--- config.mk ---
export PLATFORM = sky130hd
export DESIGN_NAME = alu_issue
export DESIGN_NICKNAME = d
export VERILOG_FILES = /design/src/rtl/alu_issue.sv
export SDC_FILE = /design/constraint.sdc
export NUM_CORES = 1
export LEC_CHECK = 0
export CAP_MARGIN = 15
export CORE_MARGIN = 3
export CORE_UTILIZATION = 40
export CTS_CLUSTER_DIAMETER = 40
export DETAILED_ROUTE_END_ITERATION = 8
export PLACE_DENSITY = 0.81
export SETUP_SLACK_MARGIN = 0.2
export SLEW_MARGIN = 25
export SYNTH_ARGS = -nofsm -noshare
export SYNTH_HDL_FRONTEND = slang
export SYNTH_SLANG_ARGS = --single-unit
--- constraint.sdc ---
create_clock -name clk -period 5.1 [get_ports clk]
set_clock_uncertainty 0.05 [all_clocks]
set_input_delay 1.02 -clock clk [delete_from_list [all_inputs] [get_ports clk]]
set_output_delay 1.02 -clock clk [all_outputs]
set_load 0.01 [all_outputs]
--- src/rtl/alu_issue.sv ---
// Issue/capture front end for the combinational ALU: one request in, fixed settle window, one response out.
// Define ALU_ISSUE_MULDIV_EN to make mul (2) and div (3) legal; otherwise they are rejected as illegal ops.
module alu_issue #(
    parameter int DATA_W      = 32,
    parameter int MULDIV_WAIT = 4
) (
    input  logic              clk,
    input  logic              rst_n,
    input  logic              req_valid,
    output logic              req_ready,
    input  logic [3:0]        req_op,
    input  logic [DATA_W-1:0] req_a,
    input  logic [DATA_W-1:0] req_b,
    input  logic [3:0]        req_tag,
    output logic [DATA_W-1:0] alu_inA,
    output logic [DATA_W-1:0] alu_inB,
    output logic [3:0]        alu_func,
    input  logic [DATA_W-1:0] alu_result,
    input  logic              alu_overflow,
    input  logic              alu_zero,
    output logic              rsp_valid,
    input  logic              rsp_ready,
    output logic [DATA_W-1:0] rsp_result,
    output logic              rsp_zero,
    output logic              rsp_overflow,
    output logic              rsp_err,
    output logic [3:0]        rsp_tag,
    input  logic              clear_sticky,
    output logic              status_ovf_sticky
);
    localparam int CW = (MULDIV_WAIT < 2) ? 1 : $clog2(MULDIV_WAIT + 1);

    typedef enum logic [1:0] {IDLE, EXEC, RESP} state_t;

    state_t              state_q;
    logic [CW-1:0]       cnt_q;
    logic [3:0]          op_q;
    logic [3:0]          tag_q;
    logic [DATA_W-1:0]   a_q;
    logic [DATA_W-1:0]   b_q;
    logic [DATA_W-1:0]   res_q;
    logic                zero_q;
    logic                ovf_q;
    logic                err_q;
    logic                ready_q;
    logic                valid_q;
    logic                sticky_q;

    logic                op_legal;
    logic                op_muldiv;
    logic                div_zero;
    logic                ovf_defined;

    always_comb begin
`ifdef ALU_ISSUE_MULDIV_EN
        op_legal  = (req_op <= 4'd5);
        op_muldiv = (req_op == 4'd2) || (req_op == 4'd3);
`else
        op_legal  = (req_op == 4'd0) || (req_op == 4'd1) || (req_op == 4'd4) || (req_op == 4'd5);
        op_muldiv = 1'b0;
`endif
        div_zero    = op_legal && (req_op == 4'd3) && (req_b == '0);
        // ALU overflow is meaningless for logic ops and mul, so it is masked for those.
        ovf_defined = (op_q == 4'd0) || (op_q == 4'd1) || (op_q == 4'd3);
    end

    always_ff @(posedge clk) begin
        if (!rst_n) begin
            state_q  <= IDLE;
            cnt_q    <= '0;
            op_q     <= '0;
            tag_q    <= '0;
            a_q      <= '0;
            b_q      <= '0;
            res_q    <= '0;
            zero_q   <= 1'b0;
            ovf_q    <= 1'b0;
            err_q    <= 1'b0;
            ready_q  <= 1'b0;
            valid_q  <= 1'b0;
            sticky_q <= 1'b0;
        end else begin
            if (clear_sticky) sticky_q <= 1'b0;
            unique case (state_q)
                IDLE: begin
                    ready_q <= 1'b1;
                    if (req_valid && ready_q) begin
                        tag_q   <= req_tag;
                        ready_q <= 1'b0;
                        // Rejected requests never reach the ALU, so its inputs keep the previous values.
                        if (!op_legal || div_zero) begin
                            res_q   <= '0;
                            zero_q  <= 1'b1;
                            ovf_q   <= div_zero;
                            err_q   <= 1'b1;
                            valid_q <= 1'b1;
                            state_q <= RESP;
                        end else begin
                            op_q    <= req_op;
                            a_q     <= req_a;
                            b_q     <= req_b;
                            cnt_q   <= op_muldiv ? CW'(MULDIV_WAIT) : CW'(1);
                            state_q <= EXEC;
                        end
                    end
                end
                EXEC: begin
                    cnt_q <= cnt_q - CW'(1);
                    if (cnt_q == CW'(1)) begin
                        res_q   <= alu_result;
                        zero_q  <= alu_zero;
                        ovf_q   <= ovf_defined & alu_overflow;
                        err_q   <= 1'b0;
                        valid_q <= 1'b1;
                        state_q <= RESP;
                    end
                end
                RESP: begin
                    if (rsp_ready) begin
                        valid_q <= 1'b0;
                        ready_q <= 1'b1;
                        state_q <= IDLE;
                        if (ovf_q) sticky_q <= 1'b1;
                    end
                end
                default: state_q <= IDLE;
            endcase
        end
    end

    assign req_ready         = ready_q;
    assign alu_inA           = a_q;
    assign alu_inB           = b_q;
    assign alu_func          = op_q;
    assign rsp_valid         = valid_q;
    assign rsp_result        = res_q;
    assign rsp_zero          = zero_q;
    assign rsp_overflow      = ovf_q;
    assign rsp_err           = err_q;
    assign rsp_tag           = tag_q;
    assign status_ovf_sticky = sticky_q;
endmodule

==> metrics.cfg <==
[critical_path]
critPathRequiredTime_ns = 5.46
r2r_start = state_q[0]
critPathLaunchType = primary input
criticalPathCategory = in -> reg
critPathTopFamily = buffers and inverters
path_buf_inv = 2
rrSetupSlack_ns = 2.61
r2r_end = alu_inA[15]
slowest_stage = clkdlybuf4s50_1
worstPathMaxFanout = 53
endpoint_kind = flip-flop
cpPeakStageDelay_ns = 0.58
crit_path_cell_trace = clkdlybuf4s50_1, nand3_4, nor3_4, buf_4, nand2_1, a21oi_1
arrival_ns = 3.16
worstRegToRegCells = 7

[cells_and_area]
seqCellArea_um2 = 2300
drive_gt1_share_pct = 5.83
design_area_um2 = 7080
multi_input_area_um2 = 1770
fillers = 865
diodes = 0
synthToLayoutAreaGrowth_pct = 65.0
finalNetCount = 843

[placed_design]
placed_area_um2 = 6500
gp_congestion = 0.772
io_buffers = 220
hpwl_um = 9190

[synth]
ys_types = 38
synth_largest_area_cell = dfxtp_1
synth_area_per_cell_um2 = 8.19
syn_nets = 640
synth_ff_type = dfxtp_1
synth_area_um2 = 4290
seq_area_frac_synth_pct = 53.7
synthMuxAreaShare_pct = 0
synth_most_common_cell = nand2_1
synth_common_cells = nand2_1 (178), dfxtp_1 (115), a21oi_1 (105), nand3_1 (34), clkbuf_1 (18)
synth_cells = 524
synth_top_family_by_area = simple AND/OR/NAND/NOR gates
synth_edf_count = 0
synth-warning-count = 0
synthTopCellsByArea = dfxtp_1 (54%), nand2_1 (16%), a21oi_1 (12%)
yosysTopAreaCellShare_pct = 53.7
synth_compound_area_share_pct = 16.1
synthSimpleGateAreaFrac_pct = 23.4
synthAdderAreaFrac_pct = 1.46
async_reset_ff_share_pct = 0
synth_xor_area_share_pct = 0
ys_ff_latch = 115

[detailed_routing]
vias = 4271
avgViaCountPerCell = 4.89
wirelength_um = 13000
route.detailed.drc = 0
drt_first_pass_iters = 7
routedWlPerCell_um = 14.9
postRouteAntennaNets = 0
drt_iter0_markers = 337

[sta]
tns_ns = 0
worst_slew_pin_slew_ns = 0.843
fin_hold_ws_ns = 0.400
fin_crit_sh_pct = 54.8
clock.fmax_mhz = 358
slew_headroom_pct = 43.8
rsz0062_at_grt = false
hold_viol_final = 0
slew_violations = 0
period_minus_slack_ns = 2.79
finalSetupViolations = 0

[global_routing]
grt_first_pass_wirelength_um = 20100
antenna_found_initial = 0
use_met2_pct = 36.9
gr-usage-met3_pct = 7.99
grt_overflow = 0
grt_max_degree = 84
grt_pass1_vias = 4174
met1_usage_pct = 24.0
busiest_layer = met2
grt_util_all_layers_pct = 21.3

[clock_network]
cts_tree = done
cts_resized = 0
postCtsSetupBuffers = 0
clk_pin_slew_ns = 0.05
cts_root_buf = clkbuf_8
clockBufferDepth = 2
numCtsBuffers = 17
insertion_delay_ns = 0.50
clkSinkCount = 115
cts_hold_buf = 0
ctsHtreeMaxLevel = 4

[power]
powerDensity_nw_per_um2 = 353
power.leakage_uw = 0.00242
p_total_uw = 2500
peakVddDrop_mv = 0.236

[floorplan]
start_util_pct = 41.4
die_w_um = 110
core-area_um2 = 10400
fp.dieArea_um2 = 12000
num_rows = 37
io_pins = 221
die_h_um = 110

[min_path]
hold_path_end = rsp_result[25]
hold_class = reg -> reg
min_delay_path_depth = 2
min_from = rsp_result[25]

[status]
status = finished clean

[flow_run]
maxCapViolations = 0

[power breakdown]
| part | internal (uW) | switching (uW) |
|---|---|---|
| clock network | 738 | 411 |
| logic | 193 | 196 |
| registers | 937 | 24.7 |
| total | 1870 | 632 |
[flip-flops by register name (all words and copies together), names as in the netlist]
name,flops
alu_inA,32
alu_inB,32
rsp_result,32
alu_func,4
rsp_tag,4
cnt_q,3
state_q,2
req_ready,1
rsp_err,1
rsp_overflow,1
rsp_valid,1
rsp_zero,1
status_ovf_sticky,1
[layer usage]
| metal | share of wire (%) | wire [um] |
|---|---|---|
| met1 | 39 | 5140 |
| met2 | 50 | 6490 |
| met3 | 9.1 | 1180 |
| met4 | 1.5 | 201 |
| met5 | 0 | 0 |
[worst max-delay path by stage]
stage / start / endpoint / slack [ns] / depth (start not counted)
global placement: req_valid / cnt_q[1] / 1.75 / 5
global route: req_valid / alu_inB[8] / 2.12 / 6
floorplan: req_valid / cnt_q[1] / 2.97 / 6
finish: req_valid / alu_inA[15] / 2.31 / 6
CTS: req_valid / alu_inB[15] / 2.35 / 6
detailed placement: req_valid / alu_inB[15] / 1.81 / 6
[tightest hold or removal path, delay by kind of cell (launching register included)]
kind / cells / cell delay [ns]
AOI/OAI and AO/OA: 1 / 0.05
and+or+nand+nor: 1 / 0.05
DFF: 1 / 0.30
[cells in the final DEF, fill, tap and decap left out, types with 3 or more instances in the layout]
cell type / n
ha_1: 5
nand3_1: 34
inv_1: 6
a21oi_1: 105
clkbuf_16: 16
clkdlybuf4s50_1: 220
nand2_1: 178
nor2_1: 8
buf_4: 4
clkinv_4: 3
clkinv_2: 4
dfxtp_1: 115
and3_1: 3
nand2b_1: 4
clkinvlp_4: 3
bufinv_16: 3
[cells by family after synthesis]
family / count (synthesis)
AND/OR/NAND/NOR: 236
adder cells (fa/ha/maj): 5
AO/OA/AOI/OAI: 121
buffers and inverters: 47
flip-flops: 115
[stage by stage]
stage / util, % / worst slack (ns) / instances
global placement: 62.6 / 1.75 / 844
CTS: 68.2 / 2.35 / 874
global route: 68.2 / 2.12 / 874
finish: 68.2 / 2.31 / 874
floorplan: - / 2.97 / 524
detailed placement: 62.7 / 1.81 / 844
[cell type report]
type,instances,share of cell area [%]
multi-input cells,362,25.0
inverters,7,0.389
clock buffers,17,5.85
flip-flops and latches,115,32.5
clock inverters,13,2.30
repair buffers,224,31.5
well taps,136,2.40
Note: power is estimated with default switching activity, not from simulation.
